--- src/rtl/rider_detect_pkg.sv ---
// Shared types and constants for the rider detector: SM state encoding, flag bundle, timer terminal counts.
package rider_detect_pkg;

    typedef enum logic [1:0] {
        ST_IDLE  = 2'd0,
        ST_WAIT  = 2'd1,
        ST_STEER = 2'd2,
        ST_FAULT = 2'd3
    } state_e;

    typedef struct packed {
        logic sum_gt_min;
        logic sum_lt_min;
        logic diff_gt_1_4;
        logic diff_gt_15_16;
    } flags_t;

    localparam int unsigned TMR_TC_FAST = 16384;
    localparam int unsigned TMR_TC_SLOW = 67_000_000;

endpackage

--- src/rtl/rider_detect_if.sv ---
// Load-cell sample bus: one-cycle strobe plus packed signed samples, cell k at [k*LD_W +: LD_W].
interface rider_detect_if #(
    parameter int NUM_CELLS = 2,
    parameter int LD_W      = 12
);
    logic                          ld_vld;
    logic [NUM_CELLS*LD_W-1:0]     ld_data;

    modport master (output ld_vld, output ld_data);
    modport slave  (input  ld_vld, input  ld_data);
endinterface

--- src/rtl/rider_detect_sm.sv ---
// Rider state machine: Moore outputs from state; fault request overrides every other transition.
// No backpressure; reacts to registered flags one cycle after they are produced.
module rider_detect_sm
    import rider_detect_pkg::*;
(
    input  logic   clk,
    input  logic   rst,
    input  flags_t flags_i,
    input  logic   tmr_full_i,
    input  logic   fault_any_i,
    input  logic   fault_clr_i,
    output logic   tmr_inc_o,
    output logic   en_steer_o,
    output logic   rider_off_o,
    output logic   cell_fault_o
);

    state_e state_q, state_d;

    always_ff @(posedge clk) begin
        if (rst) begin
            state_q <= ST_IDLE;
        end else begin
            state_q <= state_d;
        end
    end

    always_comb begin
        state_d = state_q;
        if (fault_any_i) begin
            state_d = ST_FAULT;
        end else begin
            case (state_q)
                ST_IDLE: begin
                    if (flags_i.sum_gt_min) state_d = ST_WAIT;
                end
                ST_WAIT: begin
                    // Imbalance keeps us here with the timer held at zero, even on the full cycle
                    if (flags_i.sum_lt_min)       state_d = ST_IDLE;
                    else if (flags_i.diff_gt_1_4) state_d = ST_WAIT;
                    else if (tmr_full_i)          state_d = ST_STEER;
                end
                ST_STEER: begin
                    if (flags_i.sum_lt_min)         state_d = ST_IDLE;
                    else if (flags_i.diff_gt_15_16) state_d = ST_WAIT;
                end
                ST_FAULT: begin
                    if (fault_clr_i) state_d = ST_IDLE;
                end
                default: state_d = ST_IDLE;
            endcase
        end
    end

    always_comb begin
        en_steer_o   = (state_q == ST_STEER);
        rider_off_o  = (state_q == ST_IDLE) || (state_q == ST_FAULT);
        cell_fault_o = (state_q == ST_FAULT);
        tmr_inc_o    = (state_q == ST_WAIT) && (state_d == ST_WAIT) && !flags_i.diff_gt_1_4;
    end

endmodule

--- src/rtl/rider_detect.sv ---
// Rider detector: captures load-cell samples, registers weight/balance flags, SM outputs 2 clocks after capture.
// No backpressure: every ld_vld strobe is accepted.
module rider_detect
    import rider_detect_pkg::*;
#(
    parameter int NUM_CELLS    = 2,
    parameter int LD_W         = 12,
    parameter int FAST_SIM     = 1,
    parameter int MIN_RIDER_WT = 512,
    parameter int WT_HYST      = 64,
    parameter int FAULT_SMPLS  = 4
) (
    input  logic                                     clk,
    input  logic                                     rst,
    rider_detect_if.slave                            ld_if,
    output logic                                     en_steer,
    output logic                                     rider_off,
    output logic                                     cell_fault,
    output logic signed [LD_W+$clog2(NUM_CELLS)-1:0] wt_sum
);

    localparam int          SW     = LD_W + $clog2(NUM_CELLS);
    localparam int          HALF   = NUM_CELLS / 2;
    localparam int unsigned TMR_TC = (FAST_SIM != 0) ? TMR_TC_FAST : TMR_TC_SLOW;
    localparam int          TMR_W  = $clog2(TMR_TC + 1);
    localparam int          FC_W   = $clog2(FAULT_SMPLS + 1);

    localparam logic signed [SW-1:0] THR_HI = SW'(MIN_RIDER_WT + WT_HYST);
    localparam logic signed [SW-1:0] THR_LO = SW'(MIN_RIDER_WT - WT_HYST);
    localparam logic [FC_W-1:0]      FC_MAX = FC_W'(FAULT_SMPLS);

    logic signed [LD_W-1:0] smp_q [NUM_CELLS];
    logic signed [SW-1:0]   sum_c, left_c, right_c, diff_c, abs_c, ext_c;
    flags_t                 flags_d, flags_q;
    logic signed [SW-1:0]   wt_sum_q;
    logic [TMR_W-1:0]       tmr_q, tmr_d;
    logic [FC_W-1:0]        fc_q [NUM_CELLS];
    logic [FC_W-1:0]        fc_d [NUM_CELLS];
    logic                   tmr_inc, tmr_full, fault_any, fault_clr;

    always_ff @(posedge clk) begin
        for (int k = 0; k < NUM_CELLS; k++) begin
            if (rst) begin
                smp_q[k] <= '0;
            end else if (ld_if.ld_vld) begin
                smp_q[k] <= ld_if.ld_data[k*LD_W +: LD_W];
            end
        end
    end

    always_comb begin
        left_c  = '0;
        right_c = '0;
        ext_c   = '0;
        for (int k = 0; k < NUM_CELLS; k++) begin
            ext_c = {{(SW-LD_W){smp_q[k][LD_W-1]}}, smp_q[k]};
            if (k < HALF) left_c  = left_c + ext_c;
            else          right_c = right_c + ext_c;
        end
        sum_c  = left_c + right_c;
        diff_c = left_c - right_c;
        abs_c  = diff_c[SW-1] ? -diff_c : diff_c;

        flags_d.sum_gt_min    = sum_c > THR_HI;
        flags_d.sum_lt_min    = sum_c < THR_LO;
        flags_d.diff_gt_1_4   = abs_c > (sum_c >>> 2);
        flags_d.diff_gt_15_16 = abs_c > (sum_c - (sum_c >>> 4));
    end

    always_ff @(posedge clk) begin
        if (rst) begin
            flags_q  <= '0;
            wt_sum_q <= '0;
        end else begin
            flags_q  <= flags_d;
            wt_sum_q <= sum_c;
        end
    end

    assign wt_sum   = wt_sum_q;
    assign tmr_full = (tmr_q == TMR_W'(TMR_TC - 1));

    always_comb begin
        tmr_d = '0;
        if (tmr_inc) begin
            tmr_d = (tmr_q == TMR_W'(TMR_TC)) ? tmr_q : tmr_q + TMR_W'(1);
        end
    end

    always_ff @(posedge clk) begin
        if (rst) tmr_q <= '0;
        else     tmr_q <= tmr_d;
    end

    // Fault counters watch the raw strobe data so the count tracks every sample, not the captured copy
    always_comb begin
        for (int k = 0; k < NUM_CELLS; k++) begin
            fc_d[k] = fc_q[k];
            if (ld_if.ld_vld) begin
                if (!ld_if.ld_data[k*LD_W + LD_W - 1]) fc_d[k] = '0;
                else if (fc_q[k] != FC_MAX)            fc_d[k] = fc_q[k] + FC_W'(1);
            end
        end
    end

    always_ff @(posedge clk) begin
        for (int k = 0; k < NUM_CELLS; k++) begin
            if (rst) fc_q[k] <= '0;
            else     fc_q[k] <= fc_d[k];
        end
    end

    always_comb begin
        fault_any = 1'b0;
        fault_clr = 1'b1;
        for (int k = 0; k < NUM_CELLS; k++) begin
            if (fc_q[k] == FC_MAX) fault_any = 1'b1;
            if (fc_q[k] != '0)     fault_clr = 1'b0;
        end
    end

    rider_detect_sm u_sm (
        .clk          (clk),
        .rst          (rst),
        .flags_i      (flags_q),
        .tmr_full_i   (tmr_full),
        .fault_any_i  (fault_any),
        .fault_clr_i  (fault_clr),
        .tmr_inc_o    (tmr_inc),
        .en_steer_o   (en_steer),
        .rider_off_o  (rider_off),
        .cell_fault_o (cell_fault)
    );

endmodule
--- src/flat_wrapper.sv ---
// flat-port wrapper written by rule: the top's interface ports become plain ports
module rider_detect_flat import rider_detect_pkg::*;
#(
    parameter int NUM_CELLS    = 2,
    parameter int LD_W         = 12,
    parameter int FAST_SIM     = 1,
    parameter int MIN_RIDER_WT = 512,
    parameter int WT_HYST      = 64,
    parameter int FAULT_SMPLS  = 4
)
  (clk, rst, en_steer, rider_off, cell_fault, wt_sum, ld_if_ld_vld, ld_if_ld_data);
  rider_detect_if #(.NUM_CELLS(NUM_CELLS), .LD_W(LD_W)) ld_if_i ();
  input  logic clk;
  input  logic rst;
  output logic en_steer;
  output logic rider_off;
  output logic cell_fault;
  output logic signed [LD_W+$clog2(NUM_CELLS)-1:0] wt_sum;
  input wire logic [$bits(ld_if_i.ld_vld)-1:0] ld_if_ld_vld;
  input wire logic [$bits(ld_if_i.ld_data)-1:0] ld_if_ld_data;
  assign ld_if_i.ld_vld = ld_if_ld_vld;
  assign ld_if_i.ld_data = ld_if_ld_data;
  rider_detect #(.NUM_CELLS(NUM_CELLS), .LD_W(LD_W), .FAST_SIM(FAST_SIM), .MIN_RIDER_WT(MIN_RIDER_WT), .WT_HYST(WT_HYST), .FAULT_SMPLS(FAULT_SMPLS)) u_core (.clk(clk), .rst(rst), .ld_if(ld_if_i), .en_steer(en_steer), .rider_off(rider_off), .cell_fault(cell_fault), .wt_sum(wt_sum));
endmodule
--- config.mk ---
export PLATFORM = sky130hd
export DESIGN_NAME = rider_detect_flat
export DESIGN_NICKNAME = d
export VERILOG_FILES = /design/src/rtl/rider_detect_pkg.sv /design/src/rtl/rider_detect_if.sv /design/src/rtl/rider_detect_sm.sv /design/src/rtl/rider_detect.sv /design/src/flat_wrapper.sv
export SDC_FILE = /design/constraint.sdc
export NUM_CORES = 1
export LEC_CHECK = 0
export ABC_AREA = 0
export CORE_ASPECT_RATIO = 1.25
export CORE_MARGIN = 2
export CORE_UTILIZATION = 41
export CTS_BUF_LIST = sky130_fd_sc_hd__clkbuf_4 sky130_fd_sc_hd__clkbuf_8 sky130_fd_sc_hd__clkbuf_16
export DETAILED_ROUTE_END_ITERATION = 8
export PLACE_DENSITY = 0.7
export SLEW_MARGIN = 5
export SYNTH_ARGS = -nofsm -noshare
export SYNTH_HDL_FRONTEND = slang
export SYNTH_SLANG_ARGS = --single-unit
--- constraint.sdc ---
create_clock -name clk -period 12.9 [get_ports clk]
set_input_delay 2.58 -clock clk [delete_from_list [all_inputs] [get_ports clk]]
set_output_delay 2.58 -clock clk [all_outputs]
set_load 0.03 [all_outputs]
==> impl_metrics.env <==
export IMPL_outcome="finished clean"
export IMPL_cp_required_ns=13.11
export IMPL_yosys_mux_area_fraction_pct=0.779
export IMPL_synthCells=596
export IMPL_yosys_top_cells_area="dfxtp_1 (15%), ha_1 (15%), edfxtp_1 (14%)"
export IMPL_wl_per_cell_um=15.3
export IMPL_root_buffer="clkbuf_16"
export IMPL_syn_area_per_cell_um2=8.89
export IMPL_drt_pass1_iterations=4
export IMPL_synth_adder_area_share_pct=16.6
export IMPL_synth_fp_nets=690
export IMPL_ys_seq_area_share_pct=28.7
export IMPL_tightest_slew_ns=1.14
export IMPL_critPathKind="reg2reg"
export IMPL_finalPower_mw=1.07
export IMPL_setup_tns_ns=0
export IMPL_cts_resized=0
export IMPL_p_per_area_nw_per_um2=175
export IMPL_synth_edf_count=24
export IMPL_antenna_cells=0
export IMPL_ys_seq_elements=64
export IMPL_synth_top_area_share_pct=15.1
export IMPL_period_needed_ns=5.33
export IMPL_clockPowerShare_pct=25.4
export IMPL_clk_pin_slew_ns=0.06
export IMPL_ant_nets=0
export IMPL_hold_path_class="reg2reg"
export IMPL_fmax_mhz=187
export IMPL_cts_setup_buffers=0
export IMPL_grt_pass1_wl_mm=21.0
export IMPL_dieHeight_um=131
export IMPL_finalCritPeriodShare_pct=41.4
export IMPL_cts_tree="done"
export IMPL_layout_setup_ws_ns=7.57
export IMPL_cts_made_buffers=9
export IMPL_slew_limit_headroom_pct=23.6
export IMPL_drt_iter0_markers=215
export IMPL_num_vias=4327
export IMPL_core_um2=12700
export IMPL_num_nets_final=728
export IMPL_yosys_area_share_xor_xnor_pct=9.51
export IMPL_grtUsageTotal_pct=18.8
export IMPL_htreeDepth=3
export IMPL_drive_gt1_share_pct=7.82
export IMPL_routed_wirelength_mm=12.4
export IMPL_antenna_found_initial=0
export IMPL_port_buffers=42
export IMPL_end_kind="flip-flop"
export IMPL_synth_cell_types=83
export IMPL_synth_top_area_cell="dfxtp_1"
export IMPL_grt_max_degree=28
export IMPL_synth_top_family_by_area="simple AND/OR/NAND/NOR gates"
export IMPL_boundaryPins=43
export IMPL_clockBufferDepth=2
export IMPL_p_leak_nw=2.55
export IMPL_drc=0
export IMPL_synth_compound_area_share_pct=17.1
export IMPL_pre_cts_slack_ns=7.61
export IMPL_power_frac_seq_pct=22.2
export IMPL_overflow=0
export IMPL_die_area_um2=13900
export IMPL_num_rows=46
export IMPL_worst_setup_path_start_kind="flip-flop"
export IMPL_p_comb_share_pct=52.4
export IMPL_ys_async_sr_fraction_pct=0
export IMPL_rsz0062_at_grt="false"
export IMPL_clock_skew_ns=0.00573
export IMPL_fp_dieW_um=106
export IMPL_synth_area_um2=5300
export IMPL_dp_hpwl_mm=9.91
export IMPL_clock_sinks=64
export IMPL_drv_cap=0
export IMPL_peakVddDrop_mv=0.0885
export IMPL_fin_cells=807
export IMPL_cts_hold_buf=0
export IMPL_arrival_ns=5.55
export IMPL_syn_to_final_growth_pct=15.9
export IMPL_clk_latency_ns=0.34
export IMPL_viasPerCell=5.36
export IMPL_cp_max_fo=10
export IMPL_yosysWarnings=0
export IMPL_swShare_pct=40.4
export IMPL_p_int_mw=0.639
export IMPL_finalSetupViolCount=0
export IMPL_power_switching_mw=0.433
export IMPL_drv_slew=0
export IMPL_synth_ff_type="dfxtp_1"
export IMPL_routabilityCongestion=0.921
export IMPL_hold_viol=0
export IMPL_grt_pass1_vias=4405
export IMPL_dpl_cell_count=791
export IMPL_synthSimpleGateAreaFrac_pct=21.4
export IMPL_start_util_pct=41.9
## state kept, by name, summed over array words and instances, names as in the netlist
| signal | flops |
|---|---|
| u_core.u_sm.state_q | 2 |
| u_core.flags_q | 4 |
| u_core.tmr_q | 15 |
| u_core.smp_q | 24 |
| u_core.wt_sum | 13 |
| u_core.fc_q | 6 |
## cells in the final DEF, fill, tap and decap left out, types with 4 or more instances in the layout
cell,count
or3_1,4
edfxtp_1,24
nand2b_1,7
and3_1,9
a21o_1,11
nand3_1,22
o21a_1,4
and2_1,26
a21oi_1,30
nand2_1,29
xnor2_1,35
nor2_1,63
nor4_1,6
a31oi_1,5
xor2_1,17
nor3_1,6
ha_1,64
clkdlybuf4s50_1,42
nand4_1,6
a211oi_1,4
nor2b_1,12
o21ai_0,24
dfxtp_1,40
o22ai_1,4
nor4b_1,4
clkbuf_16,9
inv_1,45
## metrics by stage
stage	util (%)	instance area, µm²	hold WS [ns]
after floorplan	-	5300	0.449
after global placement	45.9	5810	0.458
after detailed placement	45.9	5810	0.475
after CTS	48.5	6140	0.484
after global routing	48.5	6140	0.517
final	48.5	6140	0.483
## final cells by class
class                      instances  area [µm²]
sequential                        64        1520
clock buffer                       9         225
multi-input combinational        467        3470
tap                              168         210
timing repair buffer              43         428
clock inverter                     7         104
fill                            1219        6520
inverter                          49         184
## synth_stat cells (17+ instances only)
cell type / count
inv_1: 45
nor2_1: 63
nand3_1: 22
edfxtp_1: 24
dfxtp_1: 40
xnor2_1: 35
a21oi_1: 30
xor2_1: 17
and2_1: 26
ha_1: 64
nand2_1: 29
o21ai_0: 24
## critical path: stages, from the launching register on
cell and delay, ns:
edfxtp_1 0.41, ha_1 0.51, nor2b_1 0.11, a211oi_1 0.29, o21ai_2 0.13, a221oi_1 0.31
xnor2_1 0.28, inv_1 0.20, ha_1 0.38, a21oi_1 0.27, a22oi_1 0.13, a21oi_1 0.34
xor2_1 0.18, ha_1 0.26, a21o_1 0.17, a21o_1 0.17, a21oi_1 0.13, o21ai_0 0.09
a21o_1 0.19, a21o_1 0.16, a2111oi_0 0.37, a2111oi_0 0.12
## power by group through the flow
stage / clock network [mW] / registers (mW) / logic, mW
6_report: 0.272 / 0.238 / 0.561
3_5_place_dp: 0 / 0.243 / 0.554
3_3_place_gp: 0 / 0.241 / 0.547
2_1_floorplan: 0 / 0.252 / 0.414
4_1_cts: 0.278 / 0.238 / 0.559
5_1_grt: 0.287 / 0.240 / 0.624
## cells by family (layout without fill, tap and decap cells)
kind of cell	after synthesis	in the layout
AND/OR/NAND/NOR	214	214
AO/OA/AOI/OAI	125	125
adder cells (fa/ha/maj)	69	69
buffers and inverters	65	108
flip-flops	64	64
XOR/XNOR	55	55
multiplexers	4	4
## path summary, 6_finish.rpt
| check | startpoint | to | slack (ns) | cells past startpoint |
|---|---|---|---|---|
| setup / recovery | u_core.smp_q[0][4] | u_core.flags_q[0] | 7.57 | 21 |
| hold / removal | u_core.fc_q[1][1] | u_core.fc_q[1][1] | 0.48 | 2 |
| setup reg to reg | u_core.smp_q[0][4] | u_core.flags_q[0] | 7.57 | 21 |
| hold reg to reg | u_core.fc_q[1][1] | u_core.fc_q[1][1] | 0.48 | 2 |
## metal layers
metal | global-route usage [%] | vias up | wire length [µm]
li1 | - | 2168 | -
met1 | 20.0 | 2040 | 4920
met2 | 34.2 | 85 | 6500
met3 | 2.68 | 34 | 332
met4 | 11.8 | 0 | 607
met5 | 0 | - | 0
No activity file was read; power rests on OpenSTA's default activity.
